[src/rtl/mac_tx_frame_pkg.sv]
// Shared types and constants for the GMII transmit framer.
// The CRC helper lets sub-modules derive the reflected polynomial from CRC_POLY.
package mac_pkg;

  typedef enum logic [2:0] {
    ST_IDLE,
    ST_PRE,
    ST_SFD,
    ST_DATA,
    ST_PAD,
    ST_FCS,
    ST_IFG,
    ST_LAST
  } tx_state_e;

  localparam logic [7:0]  PREAMBLE  = 8'h55;
  localparam logic [7:0]  SFD       = 8'hD5;
  localparam int          PRE_BYTES = 7;
  localparam logic [31:0] CRC_POLY  = 32'h04C11DB7;
  localparam logic [31:0] CRC_INIT  = 32'hFFFFFFFF;

  function automatic logic [31:0] reflect32(input logic [31:0] v);
    logic [31:0] r;
    for (int i = 0; i < 32; i++) r[i] = v[31-i];
    return r;
  endfunction

endpackage

[src/rtl/mac_tx_frame_if.sv]
// Framer-side bundle: fs/fd handshake, payload FIFO read port and GMII transmit bus.
interface mac_tx_frame_if;
  logic        fs;
  logic        fd;
  logic [11:0] data_len;
  logic [7:0]  fifo_dout;
  logic        fifo_empty;
  logic        fifo_rden;
  logic [7:0]  gmii_txd;
  logic        gmii_txen;
  logic        gmii_txer;
  logic        err;

  modport master (
    input  fs, data_len, fifo_dout, fifo_empty,
    output fd, fifo_rden, gmii_txd, gmii_txen, gmii_txer, err
  );

  modport slave (
    output fs, data_len, fifo_dout, fifo_empty,
    input  fd, fifo_rden, gmii_txd, gmii_txen, gmii_txer, err
  );
endinterface

[src/rtl/mac_tx_frame_crc32_d8.sv]
// Combinational one-byte step of the reflected Ethernet CRC-32 (LSB-first).
module crc32_d8
  import mac_pkg::*;
(
  input  logic [31:0] crc,
  input  logic [7:0]  data,
  output logic [31:0] crc_next
);
  localparam logic [31:0] POLY_R = reflect32(CRC_POLY);

  logic [31:0] c;

  always_comb begin
    c = crc ^ {24'h000000, data};
    for (int i = 0; i < 8; i++) c = c[0] ? ((c >> 1) ^ POLY_R) : (c >> 1);
  end

  assign crc_next = c;
endmodule

[src/rtl/mac_tx_frame.sv]
// GMII transmit framer: preamble/SFD, FIFO payload, zero pad, CRC-32 FCS, inter-frame gap.
//   state | meaning
//   IDLE  | wait for fs, latch data_len
//   PRE   | 7 preamble bytes
//   SFD   | start delimiter, CRC seeded, first FIFO read
//   DATA  | payload bytes from the FIFO
//   PAD   | zero bytes up to the minimum payload
//   FCS   | inverted CRC, LSB byte first
//   IFG   | idle gap (first cycle carries the error byte after underflow)
//   LAST  | fd high until fs drops
module mac_tx_frame
  import mac_pkg::*;
#(
  parameter int MIN_PAYLOAD = 46,
  parameter int IFG_CYCLES  = 12
) (
  input logic            clk,
  input logic            rst,
  mac_tx_frame_if.master bus
);
  localparam logic [11:0] MIN_LEN  = 12'(MIN_PAYLOAD);
  localparam logic [11:0] IFG_LEN  = 12'(IFG_CYCLES);
  localparam logic [11:0] PRE_LAST = 12'(PRE_BYTES - 1);
  localparam logic [11:0] FCS_LAST = 12'd3;

  tx_state_e   state_q, state_d, tail_state;
  logic [11:0] cnt_q, cnt_d, len_q, len_d, pad_len, tail_cnt;
  logic [31:0] crc_q, crc_d, crc_upd;
  logic [7:0]  crc_byte, txd_c, txd_q;
  logic        txen_c, txer_c, txen_q, txer_q, err_q, want_rd, uf;

  assign pad_len    = (len_q < MIN_LEN) ? MIN_LEN - len_q : 12'd0;
  assign tail_state = (pad_len != 12'd0) ? ST_PAD : ST_FCS;
  assign tail_cnt   = (pad_len != 12'd0) ? pad_len - 12'd1 : FCS_LAST;
  assign crc_byte   = (state_q == ST_DATA) ? bus.fifo_dout : 8'h00;

  crc32_d8 u_crc (.crc(crc_q), .data(crc_byte), .crc_next(crc_upd));

  always_comb begin
    state_d = state_q;
    cnt_d   = cnt_q;
    len_d   = len_q;
    crc_d   = crc_q;
    want_rd = 1'b0;
    uf      = 1'b0;
    txd_c   = 8'h00;
    txen_c  = err_q;
    txer_c  = err_q;
    case (state_q)
      ST_IDLE: if (bus.fs) begin
        len_d   = bus.data_len;
        cnt_d   = PRE_LAST;
        state_d = ST_PRE;
      end
      ST_PRE: begin
        txd_c  = PREAMBLE;
        txen_c = 1'b1;
        if (cnt_q == 12'd0) state_d = ST_SFD;
        else                cnt_d   = cnt_q - 12'd1;
      end
      ST_SFD: begin
        txd_c  = SFD;
        txen_c = 1'b1;
        crc_d  = CRC_INIT;
        if (len_q != 12'd0) begin
          want_rd = 1'b1;
          state_d = ST_DATA;
          cnt_d   = len_q - 12'd1;
        end else begin
          state_d = tail_state;
          cnt_d   = tail_cnt;
        end
      end
      ST_DATA: begin
        txd_c   = bus.fifo_dout;
        txen_c  = 1'b1;
        crc_d   = crc_upd;
        want_rd = (cnt_q != 12'd0);
        if (cnt_q == 12'd0) begin
          state_d = tail_state;
          cnt_d   = tail_cnt;
        end else begin
          cnt_d = cnt_q - 12'd1;
        end
      end
      ST_PAD: begin
        txen_c = 1'b1;
        crc_d  = crc_upd;
        if (cnt_q == 12'd0) begin
          state_d = ST_FCS;
          cnt_d   = FCS_LAST;
        end else begin
          cnt_d = cnt_q - 12'd1;
        end
      end
      ST_FCS: begin
        txd_c  = ~crc_q[7:0];
        txen_c = 1'b1;
        crc_d  = {8'h00, crc_q[31:8]};
        if (cnt_q == 12'd0) begin
          state_d = ST_IFG;
          cnt_d   = IFG_LEN - 12'd1;
        end else begin
          cnt_d = cnt_q - 12'd1;
        end
      end
      ST_IFG: begin
        if (cnt_q == 12'd0) state_d = ST_LAST;
        else                cnt_d   = cnt_q - 12'd1;
      end
      ST_LAST: if (!bus.fs) state_d = ST_IDLE;
      default: state_d = ST_IDLE;
    endcase
    // Underflow: the byte in hand still goes out; one extra IFG cycle carries the error byte.
    uf = want_rd & bus.fifo_empty;
    if (uf) begin
      state_d = ST_IFG;
      cnt_d   = IFG_LEN;
    end
  end

  assign bus.fifo_rden = want_rd & ~bus.fifo_empty;
  assign bus.fd        = (state_q == ST_LAST);
  assign bus.err       = err_q;
  assign bus.gmii_txd  = txd_q;
  assign bus.gmii_txen = txen_q;
  assign bus.gmii_txer = txer_q;

  always_ff @(posedge clk or negedge rst) begin
    if (!rst) begin
      state_q <= ST_IDLE;
      cnt_q   <= 12'd0;
      len_q   <= 12'd0;
      crc_q   <= 32'd0;
      err_q   <= 1'b0;
      txd_q   <= 8'h00;
      txen_q  <= 1'b0;
      txer_q  <= 1'b0;
    end else begin
      state_q <= state_d;
      cnt_q   <= cnt_d;
      len_q   <= len_d;
      crc_q   <= crc_d;
      err_q   <= uf;
      txd_q   <= txd_c;
      txen_q  <= txen_c;
      txer_q  <= txer_c;
    end
  end
endmodule

[src/flat_wrapper.sv]
// flat-port wrapper written by rule: the top's interface ports become plain ports
module mac_tx_frame_flat import mac_pkg::*;
#(
  parameter int MIN_PAYLOAD = 46,
  parameter int IFG_CYCLES  = 12
)
  (clk, rst, bus_fs, bus_data_len, bus_fifo_dout, bus_fifo_empty, bus_fd, bus_fifo_rden, bus_gmii_txd, bus_gmii_txen, bus_gmii_txer, bus_err);
  mac_tx_frame_if bus_i ();
  input logic clk;
  input logic rst;
  input wire logic [$bits(bus_i.fs)-1:0] bus_fs;
  input wire logic [$bits(bus_i.data_len)-1:0] bus_data_len;
  input wire logic [$bits(bus_i.fifo_dout)-1:0] bus_fifo_dout;
  input wire logic [$bits(bus_i.fifo_empty)-1:0] bus_fifo_empty;
  output wire logic [$bits(bus_i.fd)-1:0] bus_fd;
  output wire logic [$bits(bus_i.fifo_rden)-1:0] bus_fifo_rden;
  output wire logic [$bits(bus_i.gmii_txd)-1:0] bus_gmii_txd;
  output wire logic [$bits(bus_i.gmii_txen)-1:0] bus_gmii_txen;
  output wire logic [$bits(bus_i.gmii_txer)-1:0] bus_gmii_txer;
  output wire logic [$bits(bus_i.err)-1:0] bus_err;
  assign bus_i.fs = bus_fs;
  assign bus_i.data_len = bus_data_len;
  assign bus_i.fifo_dout = bus_fifo_dout;
  assign bus_i.fifo_empty = bus_fifo_empty;
  assign bus_fd = bus_i.fd;
  assign bus_fifo_rden = bus_i.fifo_rden;
  assign bus_gmii_txd = bus_i.gmii_txd;
  assign bus_gmii_txen = bus_i.gmii_txen;
  assign bus_gmii_txer = bus_i.gmii_txer;
  assign bus_err = bus_i.err;
  mac_tx_frame #(.MIN_PAYLOAD(MIN_PAYLOAD), .IFG_CYCLES(IFG_CYCLES)) u_core (.clk(clk), .rst(rst), .bus(bus_i));
endmodule
[config.mk]
export PLATFORM = sky130hd
export DESIGN_NAME = mac_tx_frame_flat
export DESIGN_NICKNAME = d
export VERILOG_FILES = /design/src/rtl/mac_tx_frame_pkg.sv /design/src/rtl/mac_tx_frame_if.sv /design/src/rtl/mac_tx_frame_crc32_d8.sv /design/src/rtl/mac_tx_frame.sv /design/src/flat_wrapper.sv
export SDC_FILE = /design/constraint.sdc
export NUM_CORES = 1
export LEC_CHECK = 0
export ABC_AREA = 1
export BUFFER_PORTS_ARGS = -buffer_cell sky130_fd_sc_hd__buf_2
export CAP_MARGIN = 30
export CORE_ASPECT_RATIO = 0.8
export CORE_MARGIN = 8
export CORE_UTILIZATION = 40
export DETAILED_ROUTE_END_ITERATION = 10
export GPL_ROUTABILITY_DRIVEN = 0
export HOLD_SLACK_MARGIN = 0.05
export SKIP_CTS_REPAIR_TIMING = 1
export SLEW_MARGIN = 0
export SYNTH_ARGS = -nofsm -noshare
export SYNTH_HDL_FRONTEND = slang
export SYNTH_HIERARCHICAL = 1
export SYNTH_SLANG_ARGS = --single-unit
[constraint.sdc]
create_clock -name clk -period 6.7 [get_ports clk]
set_input_delay 0.335 -clock clk [delete_from_list [all_inputs] [get_ports clk]]
set_output_delay 0.335 -clock clk [all_outputs]
set_load 0.01 [all_outputs]
* Yosys cells after proc, flatten, opt, wreduce, memory -nomap -nowiden *
Index checks and enable logic that the tools add are counted.

storage, ports and cells
  register bits after elaboration = 70
  bits in latches = 0
  RAM bits = 0
  memory bits (read-only) = 0
  bits of input ports = 24
  output and inout port bits = 13
  word-level logic and storage cells = 89
  memories = 0

cells by class
  add/sub/neg operators = 4
  multipliers = 0
  div/mod/pow operators = 0
  order comparisons = 1
  eq/ne operators = 15
  shift operators = 0
  muxes and demuxes = 35
  bitwise gates (word level) = 13
  reductions and logical operators = 13

operator list
  kind                                                                           count
  32-bit two-way mux                                                             8
  13-bit inverter with 14-bit output                                             8
  12-bit two-way mux                                                             9
  32-bit one-hot mux with 3 select lines                                         1
  12-bit one-hot mux with 6 select lines                                         1
  12-bit nonzero test                                                            3
  12-bit by 1-bit subtractor with 12-bit output, second input constant           3
  8-bit one-hot mux with 4 select lines                                          1
  32-bit by 8-bit XOR with 32-bit output                                         1
  3-bit two-way mux                                                              9
  3-bit one-hot mux with 8 select lines                                          1
  3-bit equality test, second input constant                                     4
  12-bit logical NOT                                                             1
  12-bit by 6-bit less-than comparator with 1-bit output, second input constant  1
  3-bit by 1-bit != test with 1-bit output, second input constant                4
  3-bit by 2-bit != test with 1-bit output, second input constant                4
  6-bit by 12-bit subtractor with 12-bit output, first input constant            1
  8-bit two-way mux                                                              1
  8-bit inverter                                                                 1
  7-bit AND reduction                                                            1
  7-bit nonzero test                                                             1
  3-bit by 2-bit equality test with 1-bit output, second input constant          2
  5-bit OR reduction                                                             1
  2-bit OR reduction                                                             2
  other kinds (9)                                                                12

* Longest topological paths before layout *
Gate-level depths: netlist of the first run.

  word-level depth = 20
  mapped depth = 20
  depth with buffers taken out = 19

* Modules after synthesis *
The synthesis of the first run kept the hierarchy.

by module, submodules not included
  module        instances  cells an instance  area an instance (sq um)  seq. area each (sq um)
  mac_tx_frame  1          560                4,098.9                   1,751.7
  crc32_d8      1          179                1,072.3                   0.0

* Least setup slack after synthesis of the first run *
OpenSTA, ideal clock, no wires.

  path kind = register -> register
  from = register u_core.state_q[1]
  to = register u_core.crc_q[26]
  library setup time = 0.133 ns
  data arrival time = 2.306 ns
  data required time = 6.567 ns
  setup slack = 4.261 ns
  stages on the path, launching flop included = 14
  path buffers = 1
  clock period less this slack = 2.439 ns
  cell sequence = dfrtp_1 > nand2_1 > nor2_2 > inv_2 > clkbuf_1 > nor2_1 > xor2_1 > nand2_2 > nand2_4 > xor2_2 > xor2_1 > inv_1 > a21oi_1 > a21oi_1

on the way
  cells in the longest elaborated chain, start to end = 16
  elaborated cells between the ends (all ways) = 23
  those cells by class = 4 x eq/ne; 10 x mux; 7 x bitwise; 2 x reduce/logical

ends and longest elaborated chain
  what                                              RTL line                     text
  start: declaration                                mac_tx_frame.sv:26           tx_state_e state_q, state_d, tail_state;
  start signal: assignment                          mac_tx_frame.sv:140          state_q <= state_d;
  3-bit by 2-bit equality test with 1-bit output *  mac_tx_frame.sv:35           assign crc_byte = (state_q == ST_DATA) ? bus.fifo_dout : 8'h00;
  8-bit two-way mux *                               mac_tx_frame.sv:35
  via u_core.crc_byte[2]                            mac_tx_frame.sv:29           logic [7:0] crc_byte, txd_c, txd_q;
  32-bit by 8-bit XOR with 32-bit output *          mac_tx_frame_crc32_d8.sv:14  c = crc ^ {24'h000000, data};
  32-bit two-way mux * (3 in a row)                 mac_tx_frame_crc32_d8.sv:15  for (int i = 0; i < 8; i++) c = c[0] ? ((c >> 1) ^ POLY_R) : (c >> 1);
  13-bit inverter with 14-bit output (no line)      n/a
  32-bit two-way mux *                              mac_tx_frame_crc32_d8.sv:15
  13-bit inverter with 14-bit output (no line)      n/a
  32-bit two-way mux * (2 in a row)                 mac_tx_frame_crc32_d8.sv:15
  13-bit inverter with 14-bit output (no line)      n/a
  32-bit two-way mux *                              mac_tx_frame_crc32_d8.sv:15
  13-bit inverter with 14-bit output (no line)      n/a
  32-bit two-way mux *                              mac_tx_frame_crc32_d8.sv:15
  via u_core.crc_upd[26]                            mac_tx_frame.sv:28           logic [31:0] crc_q, crc_d, crc_upd;
  32-bit one-hot mux with 3 select lines *          mac_tx_frame.sv:49           case (state_q)
  end signal: assignment                            mac_tx_frame.sv:143          crc_q <= crc_d;
  end: declaration                                  mac_tx_frame.sv:28

Mark *: on every way through the listed nets, which the timed path passes. The rest lies on a longest branch.
A chain may end at the register's enable or synchronous reset.

* Worst setup path in the final report of the first run *
  from = register u_core.state_q[1]
  to = register u_core.crc_q[20]

on the way
  cells in the longest elaborated chain, start to end = 17
  elaborated cells between the ends (all ways) = 23
  those cells by class = 4 x eq/ne; 10 x mux; 7 x bitwise; 2 x reduce/logical

ends and longest elaborated chain
  what                                              RTL line
  3-bit by 2-bit equality test with 1-bit output *  mac_tx_frame.sv:35
  8-bit two-way mux *                               mac_tx_frame.sv:35
  via u_core.crc_byte[0]                            mac_tx_frame.sv:29
  32-bit by 8-bit XOR with 32-bit output *          mac_tx_frame_crc32_d8.sv:14
  32-bit two-way mux *                              mac_tx_frame_crc32_d8.sv:15
  13-bit inverter with 14-bit output (no line)      n/a
  32-bit two-way mux * (2 in a row)                 mac_tx_frame_crc32_d8.sv:15
  13-bit inverter with 14-bit output (no line)      n/a
  32-bit two-way mux *                              mac_tx_frame_crc32_d8.sv:15
  13-bit inverter with 14-bit output (no line)      n/a
  32-bit two-way mux * (2 in a row)                 mac_tx_frame_crc32_d8.sv:15
  13-bit inverter with 14-bit output (no line)      n/a
  32-bit two-way mux *                              mac_tx_frame_crc32_d8.sv:15
  13-bit inverter with 14-bit output (no line)      n/a
  32-bit two-way mux *                              mac_tx_frame_crc32_d8.sv:15
  via u_core.crc_upd[20]                            mac_tx_frame.sv:28
  32-bit one-hot mux with 3 select lines *          mac_tx_frame.sv:49

Marks and branches as above.

==> results of run 1 <==
## how the worst min path moves through the flow
stage	to	cells after the start
after global routing	u_core/crc_q[21]	1
after floorplan	u_core/bus.err	0
after detailed placement	u_core/bus.gmii_txer	0
final	u_core/crc_q[21]	1
after CTS	u_core/crc_q[21]	1
after global placement	u_core/bus.gmii_txer	0
## routing by layer
metal | GRT usage | vias to the layer above | wire length (um) | share of wire
met4 | 0.0570 | 0 | 178 | 0.013
met3 | 0.0454 | 13 | 759 | 0.056
met5 | 0 | - | 0 | 0
met1 | 0.249 | 2182 | 7200 | 0.53
met2 | 0.236 | 117 | 5530 | 0.40
li1 | - | 2407 | - | -
## registers in the layout (all words and copies together) (netlist names)
signal	cells
u_core/bus.gmii_txen	1
u_core/state_q	3
u_core/bus.err	1
u_core/bus.gmii_txd	8
u_core/cnt_q	12
u_core/bus.gmii_txer	1
u_core/crc_q	32
u_core/len_q	12
## stage by stage
step | std cells | area [um2] | setup slack, ps | hold WS, ps | util
after floorplan | 739 | 5170 | 4260 | 39.4 | -
after global placement | 935 | 5520 | 4080 | 384 | 0.433
after detailed placement | 935 | 5520 | 3960 | 395 | 0.433
after CTS | 951 | 5870 | 3950 | 161 | 0.461
after global routing | 951 | 5870 | 3650 | 191 | 0.461
final | 951 | 5870 | 3920 | 123 | 0.461
## cell usage in the layout, fill, tap and decap left out, types with 2 or more instances in the layout
cell and n:
sky130_fd_sc_hd__clkinv_2 2, sky130_fd_sc_hd__inv_2 8, sky130_fd_sc_hd__nor2_2 7, sky130_fd_sc_hd__xnor2_1 15, sky130_fd_sc_hd__a21oi_1 83, sky130_fd_sc_hd__bufinv_16 3
sky130_fd_sc_hd__o21ai_0 36, sky130_fd_sc_hd__o22ai_1 7, sky130_fd_sc_hd__nand3_1 28, sky130_fd_sc_hd__o211ai_1 2, sky130_fd_sc_hd__nand2_2 10, sky130_fd_sc_hd__xor2_2 3
sky130_fd_sc_hd__nand2_1 186, sky130_fd_sc_hd__a22oi_1 4, sky130_fd_sc_hd__clkbuf_16 9, sky130_fd_sc_hd__buf_4 3, sky130_fd_sc_hd__nand3b_1 2, sky130_fd_sc_hd__xor2_1 47
sky130_fd_sc_hd__xnor2_2 2, sky130_fd_sc_hd__nor3_1 8, sky130_fd_sc_hd__mux2_2 2, sky130_fd_sc_hd__nor2_4 6, sky130_fd_sc_hd__nand4_1 10, sky130_fd_sc_hd__buf_2 35
sky130_fd_sc_hd__ha_1 6, sky130_fd_sc_hd__inv_1 100, sky130_fd_sc_hd__nand2_4 5, sky130_fd_sc_hd__nor2_1 63, sky130_fd_sc_hd__dfrtp_1 70
## cells by family (layout without fill, tap and decap cells)
group           Yosys count  count (layout)
mux                       2               2
fa+ha+maj                 6               6
xor+xnor                 68              68
compound gates          137             137
buf+inv                 125             162
flops                    70              70
simple gates            331             331
## layout make-up
type	instances	share of cell area
clock buffers	10	0.0407
clock inverters	6	0.0186
inverters	108	0.0691
multi-input cells	544	0.502
flip-flops and latches	70	0.299
well taps	175	0.0373
repair buffers	38	0.0337
## worst max-delay path, stage by stage (launching register included)
cell,delay [ps]
sky130_fd_sc_hd__dfrtp_1,470
sky130_fd_sc_hd__nand2_1,150
sky130_fd_sc_hd__nor2_2,240
sky130_fd_sc_hd__inv_2,200
sky130_fd_sc_hd__nor2_1,290
sky130_fd_sc_hd__nand2_1,110
sky130_fd_sc_hd__nand2_2,170
sky130_fd_sc_hd__nand2_2,80
sky130_fd_sc_hd__nand2_4,150
sky130_fd_sc_hd__inv_1,90
sky130_fd_sc_hd__nand2_1,80
sky130_fd_sc_hd__nand2_1,110
sky130_fd_sc_hd__nand2_1,90
sky130_fd_sc_hd__nand3_1,80
sky130_fd_sc_hd__nand2_1,70
sky130_fd_sc_hd__inv_1,30
sky130_fd_sc_hd__a21oi_1,170
sky130_fd_sc_hd__a21oi_1,60
==> run summary, run 1 <==
The biggest area contributor in the post-synthesis netlist is sky130_fd_sc_hd__dfrtp_1. The register area came out at 1750 um2. In this run, distinct cell masters in the synthesized netlist total 39. The via count of the first global-routing pass came out at 4572. The H-tree depth reported by CTS came out at 3.

The multi-input combinational cells in the finished layout cover a total of 2940 um2. The average vias per placed instance is 4.96. Measured against the total synthesized area, the mux share comes to 0.00436. The number of setup violations in the final report is 0. The root buffer cell is sky130_fd_sc_hd__clkbuf_16. The HPWL reported at the end of detailed placement came out at 10200 um. The antenna violation net count after detailed routing came out at 0. The first detailed-routing pass took 5 iterations. The count of final max-slew check failures came out at 0. The total detailed-routing wirelength came out at 13700 um.

The total number of placement rows came out at 37. sky130_fd_sc_hd__nand2_1 is the most common cell in the netlist. The pin count of the biggest net entering global routing came out at 71. Setup repair after global routing left no endpoint under its margin. The share of synthesized cell area in full adder, half adder and majority cells came out at 0.0145.

The setup TNS is 0 ps. The clock sink count came out at 70. Compared with the post-synthesis result, the final layout area differs by 13.4%. The net total in the final layout came out at 801.

The minimum clock period came out at 2780 ps. The classification of the worst-slack hold path is primary input to asynchronous set/reset pin. The number of antenna repair diodes is 0. The synthesized design contains 0 enable-type register cells. The cell area after synthesis came out at 5170 um2. After global routing the overflow that remains totals 0. After synthesis, the cell types taking the most area are sky130_fd_sc_hd__dfrtp_1 34%, sky130_fd_sc_hd__nand2_1 14%, sky130_fd_sc_hd__a21oi_1 8.0%.

After technology mapping, the gate count stands at 739. For this run, the leading register cell type out of synthesis is sky130_fd_sc_hd__dfrtp_1. STA puts the critical path data arrival time at 3010 ps. The path type of the worst setup path is flip-flop to flip-flop. The top achievable clock speed came out at 359 MHz. The iteration-0 DRC count of the detailed router came out at 403.

The XOR/XNOR share of the synthesized area is 0.126. The transition time of the tightest slew-check pin came out at 909 ps. The startpoint identified for the worst register-to-register timing path is u_core/state_q[1].

The I/O pin total is 37. The width of the die is 143 um. In this run the critical register-to-register path is captured at u_core/crc_q[20].

The count of buffers added on input and output ports is 36. The area of the die came out at 16800 um2. STA classifies the critical path startpoint as a flip-flop. The fraction of the mapped netlist area in compound gates is 0.142. The reg-to-reg setup timing slack is 3920 ps.

The remaining design rule violation count is 0. Tracing the worst setup path back leads to its startpoint at u_core/state_q[1]. The initial cell density of the core came out at 0.406.

The nature of the critical path endpoint is a flip-flop. The share of the clock period used by the worst path after layout came out at 0.416. The count of cells along the worst register-to-register path is 17.

The simple-gate area share of the yosys netlist is 0.282. The endpoint required time on the critical path came out at 6920 ps. The critical path ends at u_core/crc_q[20]. After synthesis, the largest family of logic cells by area is simple AND/OR/NAND/NOR gates.

The commonest cells after synthesis are 186 x sky130_fd_sc_hd__nand2_1, 100 x sky130_fd_sc_hd__inv_1, 83 x sky130_fd_sc_hd__a21oi_1. In this run the vertical extent of the chip is 118 um. The first global-routing pass estimated 23000 um of wire.

In this run the worst path has a maximum fanout of 14. The share of the Yosys chip area taken by registers is 0.339. TritonCTS built the clock tree.

The area fraction of the dominant cell type after synthesis is 0.339. The routed layout has 4719 vias. The clock slew at the register clock pins of the worst setup and hold paths came out at 60 ps. Averaged over all synthesized cells, the footprint is 7.00 um2. The later pin in the worst-skew pair is clocked with a latency of 340 ps.

The worst pin sits at a relative slew slack of 0.394. In the final layout, the share of cells above drive strength 1 is 0.131. The number of failing hold endpoints at the final stage was 0. The TritonCTS buffer count came out at 9. For this run, the total global-route usage over all layers was measured as 0.171.

The run finished with clean final reports. The number of flip-flops and latches in the synthesized netlist came out at 70. After filler insertion, the fill cell instance count of the layout stands at 1315.

The number of antenna violations at the first check in global routing came to 0. The core area is 12700 um2. The max-capacitance violation count came out at 0. The buffer levels on the longest clock path came out at 2.

The total nets after synthesis is 769. The per-cell routed wire length is 14.4 um. The clock tree skew after final layout came out at 3.55 ps. The total number of yosys warnings came out at 6.

For this run, asynchronously set or reset flops after synthesis account for 1.00.
Power of run 1 is not shown: default switching activity piles up to over one toggle a cycle in this logic, so the estimate is an artifact.
==> run 2, diff against run 1 <==
--- a/config.mk
+++ b/config.mk
@@ -5,7 +5,7 @@
 export SDC_FILE = /design/constraint.sdc
 export NUM_CORES = 1
 export LEC_CHECK = 0
-export ABC_AREA = 1
+export ABC_AREA = 0
 export BUFFER_PORTS_ARGS = -buffer_cell sky130_fd_sc_hd__buf_2
 export CAP_MARGIN = 30
 export CORE_ASPECT_RATIO = 0.8
==> constraint.sdc (replaced) <==
create_clock -name clk -period 2.9 [get_ports clk]
set_input_delay 0.145 -clock clk [delete_from_list [all_inputs] [get_ports clk]]
set_output_delay 0.145 -clock clk [all_outputs]
set_load 0.01 [all_outputs]
==> run 2 against run 1 <==
Flip-flop and latch count stayed put. Wire length rose by 22%. Global-route usage increased by 1.7 points. Clock skew rose by 4.8 ps. Fmax rose by 3.3%. Cell count shrank 7.9%. Sequential share of layout area decreased by 2.8 points. Final area increased by 11%. Setup slack got worse by 3700 ps. Synthesized area up 7.9%. Register-to-register slack worse by 3700 ps. Critical path depth is 8 lower.
==> run summary, run 2 <==
The largest registers in the layout are u_core/crc_q: 32 flops, u_core/cnt_q: 12 flops, u_core/len_q: 12 flops. Of all cell types, the one taking the most synthesized area is sky130_fd_sc_hd__dfrtp_1. After detailed routing, the number of remaining DRC violations is 0. The TritonCTS buffer count is 9. The floorplan has 38 rows. The number of antenna repair diodes is 0. The length of the first detailed-routing pass in iterations is 6. The iteration-0 DRC count of the detailed router came out at 639.

Dividing the detail-routed via count by the number of cells gives 5.98. The area fraction of the dominant cell type after synthesis is 0.314. The fraction of synthesis flops using an asynchronous set or reset pin came out at 1.00. The endpoint required time on the critical path came out at 3140 ps. The transition time of the tightest slew-check pin is 722 ps. The max-capacitance violation count is 0. The die covers 18000 um2. The per-instance average area after synthesis came out at 8.70 um2. The longest clock path from root to sink contains 2 buffers. The net total in the final layout came out at 721. The width of the die is 148 um.

The library cells used most frequently in the layout, excluding fill and tap cells, are 69 x sky130_fd_sc_hd__dfrtp_1, 59 x sky130_fd_sc_hd__a21oi_1, 56 x sky130_fd_sc_hd__xnor2_1, 55 x sky130_fd_sc_hd__o22ai_1, 50 x sky130_fd_sc_hd__o21ai_0. TritonCTS built the clock tree. The leftover overflow at the end of global routing is 0. The via count of the first global-routing pass came to 5067.

After clock tree synthesis, the clock-pin slew on the worst setup and hold paths is 50 ps. The number of synthesized flops with an enable pin came out at 0. The per-cell routed wire length came out at 19.0 um. The flow ran to the end, and the final reports show no timing, DRC or antenna violations. The register with the most flip-flops is u_core/crc_q. In this run the tool buffered the top-level ports with 36 buffer cells. The H-tree depth reported by CTS is 3. CTS saw 70 sinks.

The number of filler cells placed in the layout came out at 1338. The via total after detailed routing came out at 5236. The register area came out at 1750 um2. When the netlist entered floorplanning its net count stood at 671. The peak supply drop came out at 0.802 mV.

The HPWL reported at the end of detailed placement is 11300 um. The multi-input combinational cells in the finished layout cover a total of 3590 um2. Of the available clock period, the critical path in the final layout requires 0.929.

The count of distinct cell types in the synthesized netlist came out at 72. Entering global routing, the biggest net connects 71 pins. The clock arrives with 8.31 ps of skew. Yosys instantiated no cell more often than sky130_fd_sc_hd__dfrtp_1.

The antenna violation net count after detailed routing came out at 0. The vertical die dimension came out at 122 um. The sequential element share of the synthesized area is 0.314. The placement-stage cell area came out at 6070 um2. The main flop type after synthesis is sky130_fd_sc_hd__dfrtp_1. The clock period could shrink to 2690 ps. The min-delay analysis places its worst path in the category primary input to flip-flop. By area the synthesized netlist is led by sky130_fd_sc_hd__dfrtp_1 31%, sky130_fd_sc_hd__xnor2_1 8.8%, sky130_fd_sc_hd__o22ai_1 6.2%. The number of setup violations in the final report is 0. The areal power density over the cells is 1530 nW/um2. Of the cells placed in the final design, the portion with a size suffix greater than 1 is 0.182. The data arrival time of the critical path is 2940 ps. The reg-to-reg setup timing slack is 210 ps.

The core area came out at 13600 um2. For the worst flop-to-flop path, the logic depth is 9. The count of final max-slew check failures was 0. Measured against its own limit, the worst slew margin works out to 0.519.

The total detailed-routing wirelength is 16600 um. The total number of yosys warnings came out at 6. The overall power consumption came out at 9.90 mW. The number of flip-flops in the largest register is 32. The path with the worst hold slack has its endpoint at u_core/len_q[0].

The worst setup path is launched from a flip-flop. The critical path in this run is classified as flip-flop to flip-flop. The cell area after synthesis is 5580 um2. The number of failing hold endpoints at the final stage came out at 0.

The commonest cells after synthesis are 70 x sky130_fd_sc_hd__dfrtp_1, 60 x sky130_fd_sc_hd__a21oi_1, 56 x sky130_fd_sc_hd__xnor2_1. The global-route wire length before repair came out at 27200 um. The number of antenna violations at the first check in global routing came out at 0. Setup repair after global routing left no endpoint under its margin. The top achievable clock speed is 371 MHz. The area growth from synthesis to final layout is 16.2%.

The number of flip-flops and latches in the synthesized netlist is 70. The clock latency at the later pin of the worst-skew pair came out at 340 ps. Across all hold checks on the routed design, the worst slack comes to 27.7 ps.

The worst hold path begins at bus_data_len[0]. The nature of the critical path endpoint is a flip-flop. The synthesized netlist cell count came out at 641. Clock tree synthesis selected as its root buffer the cell sky130_fd_sc_hd__clkbuf_16. In this run the worst path has a maximum fanout of 7.

The post-route standard cell area excluding fillers is 6480 um2. The total track usage came out at 0.188. Leaving out fill and tap cells, the most frequent cell in the layout is sky130_fd_sc_hd__dfrtp_1.

For this configuration, the core starts out at a cell density of 0.410. The I/O pin total came out at 37. The cell depth of the worst hold path is 3.

The worst register-to-register path ends at u_core/cnt_q[8]. The worst register-to-register path begins at u_core/len_q[7]. The total leakage power came out at 2.60 nW.
run 2: cell types whose count changed after synthesis, moves of 11 or more:
cell                       before  now
sky130_fd_sc_hd__nand2_1      186   48
sky130_fd_sc_hd__xor2_1        47   14
sky130_fd_sc_hd__nor2_1        64   43
sky130_fd_sc_hd__nand2b_1       0   18
sky130_fd_sc_hd__clkbuf_1       8   31
sky130_fd_sc_hd__xnor2_1       15   56
sky130_fd_sc_hd__inv_1        100   10
sky130_fd_sc_hd__nand3_1       28   10
sky130_fd_sc_hd__a21oi_1       83   60
sky130_fd_sc_hd__o22ai_1        7   55
sky130_fd_sc_hd__o21ai_0       36   51
sky130_fd_sc_hd__mux2i_1        0   11
run 2: stage by stage:
step | instances | worst slack [ps] | setup TNS (ps) | utilization
after floorplan | 641 | 53.4 | 0 | -
after global placement | 848 | 103 | 0 | 0.446
after detailed placement | 848 | 40.5 | 0 | 0.446
after CTS | 864 | -0.690 | -0.690 | 0.466
after global routing | 876 | 37.5 | 0 | 0.477
final | 876 | 205 | 0 | 0.477
run 2: area by class of cell:
cell class | count | share of cell area
tap | 180 | 0.0347
timing repair buffer | 86 | 0.0934
sequential | 70 | 0.270
clock inverter | 1 | 0.000772
clock buffer | 15 | 0.0413
multi-input combinational | 513 | 0.553
inverter | 11 | 0.00637
run 2: worst max path at each step:
stage               startpoint         endpoint  slack (ps)  depth (start not counted)
2_1_floorplan  u_core/len_q[0]  u_core/cnt_q[8]          50                         13
5_1_grt        u_core/len_q[6]  u_core/cnt_q[8]          40                          9
3_3_place_gp   u_core/len_q[7]  u_core/cnt_q[8]         100                          9
6_report       u_core/len_q[7]  u_core/cnt_q[8]         210                          9
3_5_place_dp   u_core/len_q[7]  u_core/cnt_q[8]          40                          9
4_1_cts        u_core/len_q[7]  u_core/cnt_q[8]        -0.7                          9
run 2: critical path, stage by stage, from the launching register on:
cell	delay, ps
sky130_fd_sc_hd__dfrtp_1	440
sky130_fd_sc_hd__or4_4	580
sky130_fd_sc_hd__nor3_4	160
sky130_fd_sc_hd__and2_1	190
sky130_fd_sc_hd__or2b_1	260
sky130_fd_sc_hd__ha_2	240
sky130_fd_sc_hd__nand2b_1	170
sky130_fd_sc_hd__a21oi_2	220
sky130_fd_sc_hd__a21oi_1	140
sky130_fd_sc_hd__o31ai_1	210
run 2: metal layers:
metal,routed length (um),vias to the layer above,global-route usage
met3,1540,13,0.0515
met5,0,-,0
met1,8010,2544,0.276
met2,6970,243,0.265
met4,119,0,0.0502
li1,-,2436,-
run 2: cell families after synthesis:
group                      count (synthesis)  synth area share
buffers and inverters                     58            0.0451
xor gates and xnor gates                  85             0.172
DFF                                       70             0.314
muxes                                     20            0.0379
adders and majority gates                  6            0.0135
and+or+nand+nor                          176             0.166
AOI/OAI and AO/OA                        226             0.251
run 2: power by group:
part	switching [mW]	leakage, nW	internal [mW]
Sequential	0.485	0.847	1.42
Combinational	3.82	1.62	3.13
Clock	0.416	0.134	0.626
Total	4.72	2.60	5.18
Power figures use the tool's default switching activity.
